==> config.mk <==
export PLATFORM = sky130hd
export DESIGN_NAME = lfsr_bist_controller
export DESIGN_NICKNAME = d
export VERILOG_FILES = /design/src/rtl/lfsr_bist_pkg.sv /design/src/rtl/lfsr4_step.sv /design/src/rtl/lfsr_bist_controller.sv
export SDC_FILE = /design/constraint.sdc
export NUM_CORES = 1
export LEC_CHECK = 0
export ABC_AREA = 1
export CAP_MARGIN = 20
export CORE_MARGIN = 2
export CORE_UTILIZATION = 47
export DETAILED_ROUTE_END_ITERATION = 10
export GPL_TIMING_DRIVEN = 0
export PLACE_DENSITY = 0.78
export SYNTH_ARGS = -nofsm -noshare
export SYNTH_HDL_FRONTEND = slang
export SYNTH_SLANG_ARGS = --single-unit
==> constraint.sdc <==
create_clock -name clk -period 1.45 [get_ports clk]
set_clock_uncertainty 0.2 [all_clocks]
set_input_delay 0.145 -clock clk [delete_from_list [all_inputs] [get_ports clk]]
set_output_delay 0.145 -clock clk [all_outputs]
set_load 0.02 [all_outputs]
==> src/rtl/lfsr_bist_pkg.sv <==
// Shared types and constants for the 4-bit LFSR BIST sequencer.
package lfsr_bist_pkg;

    localparam int unsigned Width = 4;
    localparam logic [Width-1:0] DefTaps = 4'b1100;
    localparam logic [Width-1:0] DefSeed = 4'b1100;

    typedef enum logic [1:0] {
        StIdle,
        StSeed,
        StRun,
        StCompare
    } bist_state_e;

endpackage

==> src/rtl/lfsr4_step.sv <==
// One step of a 4-bit Fibonacci LFSR; with inj tied to zero it is a plain LFSR,
// otherwise a MISR folding the injected word into the shifted state.
module lfsr4_step
    import lfsr_bist_pkg::*;
#(
    parameter logic [Width-1:0] TAPS = DefTaps
) (
    input  logic [Width-1:0] cur,
    input  logic [Width-1:0] inj,
    output logic [Width-1:0] nxt
);

    assign nxt = {cur[Width-2:0], ^(cur & TAPS)} ^ inj;

endmodule

==> src/rtl/lfsr_bist_controller.sv <==
// BIST sequencer: seeds an LFSR, drives NPAT patterns to the CUT, compacts the
// responses in a MISR and compares against golden. Optional: LFSR_LOCKUP_DETECT_EN.
module lfsr_bist_controller
    import lfsr_bist_pkg::*;
#(
    parameter logic [Width-1:0] TAPS = DefTaps,
    parameter logic [Width-1:0] SEED = DefSeed,
    parameter int unsigned      NPAT = 15
) (
    input  logic             clk,
    input  logic             rst,
    input  logic             start,
    input  logic             abort,
    input  logic             seed_load,
    input  logic [Width-1:0] seed_in,
    input  logic [Width-1:0] golden,
    input  logic [Width-1:0] cut_resp,
    output logic [Width-1:0] pattern,
    output logic             pattern_valid,
    output logic             busy,
    output logic             done,
    output logic             pass,
    output logic [Width-1:0] signature,
    output logic             lockup_err
);

    localparam logic [7:0] LastCnt = 8'(NPAT - 1);

    bist_state_e      state_q, state_d;
    logic [Width-1:0] lfsr_q, lfsr_d, lfsr_step;
    logic [Width-1:0] sig_q, sig_d, sig_step;
    logic [7:0]       cnt_q, cnt_d;
    logic             pass_q, pass_d;
    logic             done_q, done_d;
`ifdef LFSR_LOCKUP_DETECT_EN
    logic             lockup_q, lockup_d;
`endif

    lfsr4_step #(
        .TAPS (TAPS)
    ) u_lfsr_step (
        .cur (lfsr_q),
        .inj ({Width{1'b0}}),
        .nxt (lfsr_step)
    );

    lfsr4_step #(
        .TAPS (TAPS)
    ) u_misr_step (
        .cur (sig_q),
        .inj (cut_resp),
        .nxt (sig_step)
    );

    always_comb begin
        state_d = state_q;
        lfsr_d  = lfsr_q;
        sig_d   = sig_q;
        cnt_d   = cnt_q;
        pass_d  = pass_q;
        done_d  = 1'b0;
`ifdef LFSR_LOCKUP_DETECT_EN
        lockup_d = lockup_q;
`endif
        unique case (state_q)
            StIdle: begin
                if (start && !abort) begin
                    state_d = StSeed;
                    lfsr_d  = seed_load ? seed_in : SEED;
`ifdef LFSR_LOCKUP_DETECT_EN
                    lockup_d = 1'b0;
`endif
                end
            end
            StSeed: begin
                if (abort) begin
                    state_d = StIdle;
                    pass_d  = 1'b0;
                end else begin
                    sig_d   = '0;
                    cnt_d   = '0;
                    pass_d  = 1'b0;
                    state_d = StRun;
`ifdef LFSR_LOCKUP_DETECT_EN
                    // An all-zero LFSR never leaves zero; end the run at once.
                    if (lfsr_q == '0) begin
                        lockup_d = 1'b1;
                        done_d   = 1'b1;
                        state_d  = StIdle;
                    end
`endif
                end
            end
            StRun: begin
                if (abort) begin
                    state_d = StIdle;
                    pass_d  = 1'b0;
                end else begin
                    lfsr_d = lfsr_step;
                    sig_d  = sig_step;
                    cnt_d  = cnt_q + 8'd1;
                    if (cnt_q == LastCnt) begin
                        state_d = StCompare;
                    end
                end
            end
            StCompare: begin
                state_d = StIdle;
                if (abort) begin
                    pass_d = 1'b0;
                end else begin
                    pass_d = (sig_q == golden);
                    done_d = 1'b1;
                end
            end
            default: state_d = StIdle;
        endcase
    end

    always_ff @(posedge clk or negedge rst) begin
        if (!rst) begin
            state_q <= StIdle;
            lfsr_q  <= SEED;
            sig_q   <= '0;
            cnt_q   <= '0;
            pass_q  <= 1'b0;
            done_q  <= 1'b0;
        end else begin
            state_q <= state_d;
            lfsr_q  <= lfsr_d;
            sig_q   <= sig_d;
            cnt_q   <= cnt_d;
            pass_q  <= pass_d;
            done_q  <= done_d;
        end
    end

`ifdef LFSR_LOCKUP_DETECT_EN
    always_ff @(posedge clk or negedge rst) begin
        if (!rst) begin
            lockup_q <= 1'b0;
        end else begin
            lockup_q <= lockup_d;
        end
    end

    assign lockup_err = lockup_q;
`else
    assign lockup_err = 1'b0;
`endif

    assign pattern       = lfsr_q;
    assign signature     = sig_q;
    assign pattern_valid = (state_q == StRun);
    assign busy          = (state_q != StIdle);
    assign done          = done_q;
    assign pass          = pass_q;

endmodule
==> results.json <==
{
  "power.share.combinational_pct": 52.7,
  "syn_to_final_growth_pct": 41.5,
  "die_h_um": 53.4,
  "clockBufferDepth": 2,
  "setup_viol": 11,
  "layout_common_cells": "nand2_1 (36), inv_1 (21), o21ai_0 (17), dfrtp_1 (16), clkdlybuf4s50_1 (16)",
  "intPower_mw": 1.48,
  "worst-r2r-cell-count": 8,
  "failed_checks": "setup timing",
  "cts.sinks": 20,
  "p_switching_mw": 1.02,
  "place_inst": 206,
  "routed_wl_mm": 2.66,
  "holdBufCountCts": 0,
  "maxCapViolCount": 0,
  "grt_use_total_pct": 20.2,
  "core_um2": 2250,
  "drt_pass1_iterations": 4,
  "htree_levels": 1,
  "ant_nets": 0,
  "cp.arrival_ns": 1.49,
  "final_nets": 215,
  "path_class": "reg -> reg",
  "tightest_slew_ns": 0.881,
  "yosys.cell_types.count": 22,
  "gp_congestion": 0.763,
  "slew_headroom_pct": 41.1,
  "numCtsBuffers": 3,
  "syn_inst": 150,
  "power_mw": 2.50,
  "clkSlewWorstSetupHoldPaths_ns": 0.11,
  "drtIter0Drc": 10,
  "grt_pass1_wl_mm": 4.20,
  "antenna_found_initial": 0,
  "avgSynthCellArea_um2": 7.65,
  "cts_root_buf": "clkbuf_4",
  "drive_gt1_share_pct": 20.5,
  "required_ns": 1.44,
  "start_util_pct": 50.9,
  "via_per_inst": 5.01,
  "die_area_um2": 2850,
  "seqPwrFrac_pct": 34.4,
  "dpl.hpwl_mm": 1.92,
  "leakage_nw": 0.820,
  "final-max-slew-violation-count": 0,
  "switching_share_pct": 41.0,
  "final-hold-violation-count": 0,
  "hp-class": "in -> async",
  "crit_fanout": 5,
  "ys_ff_latch": 20,
  "routedWlPerCell_um": 11.9,
  "instances_no_fill": 223,
  "die_x_um": 53.4,
  "io_buffers": 28,
  "fin_crit_sh_pct": 104,
  "min_period_ns": 1.50,
  "gr-total-overflow": 0,
  "status": "finished with violations",
  "clkPwrFrac_pct": 12.8,
  "grt_pass1_vias": 1051,
  "core.rowCount": 17,
  "yosysSeqAreaShare_pct": 43.8,
  "synth.yosys.warnings": 0,
  "ioPinCount": 30,
  "vias": 1118,
  "rsz0062_at_grt": "true",
  "pwr_density_cell_nw_per_um2": 1540,
  "worst_slack_ns": -0.0520,
  "cts_tree": "built",
  "syn_nets": 169,
  "end_kind": "flip-flop",
  "num_antenna_cells": 0,
  "drc_errors": 0,
  "clkLatencyLatePin_ns": 0.29,
  "startpoint_type": "flip-flop",
  "fmax_mhz": 666,
  "synth_area_um2": 1150,
  "vdd_drop_max_mv": 0.983,
  "final_common_cell": "nand2_1",
  "grt_max_degree": 21
}
worst paths after layout:
kind | from | to | slack, ns
worst min register to register | pattern[3] | pattern[3] | 0.33
worst min-delay path | rst | cnt_q[3] | 0.14
min in group clk | cut_resp[2] | signature[2] | 0.31
max in group asynchronous | rst | state_q[1] | 0.32
worst max register to register | state_q[1] | cnt_q[2] | -0.05
worst max-delay path | state_q[1] | cnt_q[2] | -0.05
logic make-up (layout without fill, tap and decap cells):
family / count (synthesis) / in the layout / share of synthesized area [%]
adder cells (fa/ha/maj): 2 / 2 / 2.18
flip-flops: 20 / 20 / 43.8
buffers and inverters: 25 / 70 / 9.16
AND/OR/NAND/NOR: 69 / 69 / 26.6
XOR/XNOR: 6 / 6 / 4.58
AO/OA/AOI/OAI: 27 / 27 / 13.3
other: 1 / 1 / 0.327
metrics by stage:
step,worst slack (ns),util [%],hold slack [ns],TNS (ns),cell area [µm²]
finish,-0.0520,72.0,0.137,-0.293,1620
global route,-0.103,72.0,0.213,-1.40,1620
CTS,-0.0640,67.8,0.172,-0.123,1530
detailed placement,-0.248,64.9,0.313,-4.16,1460
global placement,-0.211,64.9,0.313,-2.98,1460
floorplan,0.0555,-,-0.351,0,1150
power by group through the flow:
stage          clock, mW  combinational [mW]  sequential (mW)
6_report           0.321                1.32            0.861
5_1_grt            0.341                1.45            0.883
4_1_cts            0.330                1.15            0.854
3_5_place_dp           0                1.11            0.879
3_3_place_gp           0                1.09            0.872
2_1_floorplan          0               0.552            0.992
cell type report:
class	instances	area, µm²
fill	198	631
sequential	20	505
timing repair buffer	41	377
inverter	23	86.3
clock buffer	4	36.3
tap	28	35.0
multi-input combinational	105	566
buffer	2	18.8
metal layers:
metal	up-vias	wire [µm]	track usage, %
met5	-	0	0
met4	0	9	5.13
met3	2	177	3.67
met2	31	1330	35.8
met1	521	1140	24.9
li1	564	-	-
registers in the layout (all words and copies together) (netlist names):
register and cells:
cnt_q 8, done 1, pass 1, pattern 4, signature 4, state_q 2
cell usage after synthesis:
cell     instances  area (µm²)
conb_1           1        3.75
nor2_4           2        22.5
xnor2_1          4        35.0
o22ai_1          3        18.8
nand2_1         38         143
buf_4            1        7.51
o21ai_0         21         105
ha_1             2        25.0
xor2_1           2        17.5
inv_2            1        3.75
dfstp_2          2        52.6
a21o_1           1        7.51
o21ai_4          1        16.3
a21oi_1          1        5.00
nor2_1          12        45.0
nand2_2          1        6.26
dfrtp_1         18         450
nand3_1         13        65.1
nor2_2           2        12.5
buf_6            1        11.3
nand2_4          1        11.3
inv_1           22        82.6
timing repair:
item | 4_1_cts | 5_1_grt
gates cloned | 0 | 1
pin swaps | 1 | 3
endpoints found under the setup margin | 13 | 19
gates resized for setup | 31 | 18
setup buffers | 5 | 7
worst max-delay path: stages, from the launching register on:
cell and delay (ns):
dfrtp_2 0.46, buf_6 0.14, nand2_1 0.05, nand2_1 0.05, nor2_2 0.17, buf_6 0.14, inv_2 0.06, nand2_1 0.05
o21ai_0 0.07
Power figures use the tool's default switching activity.
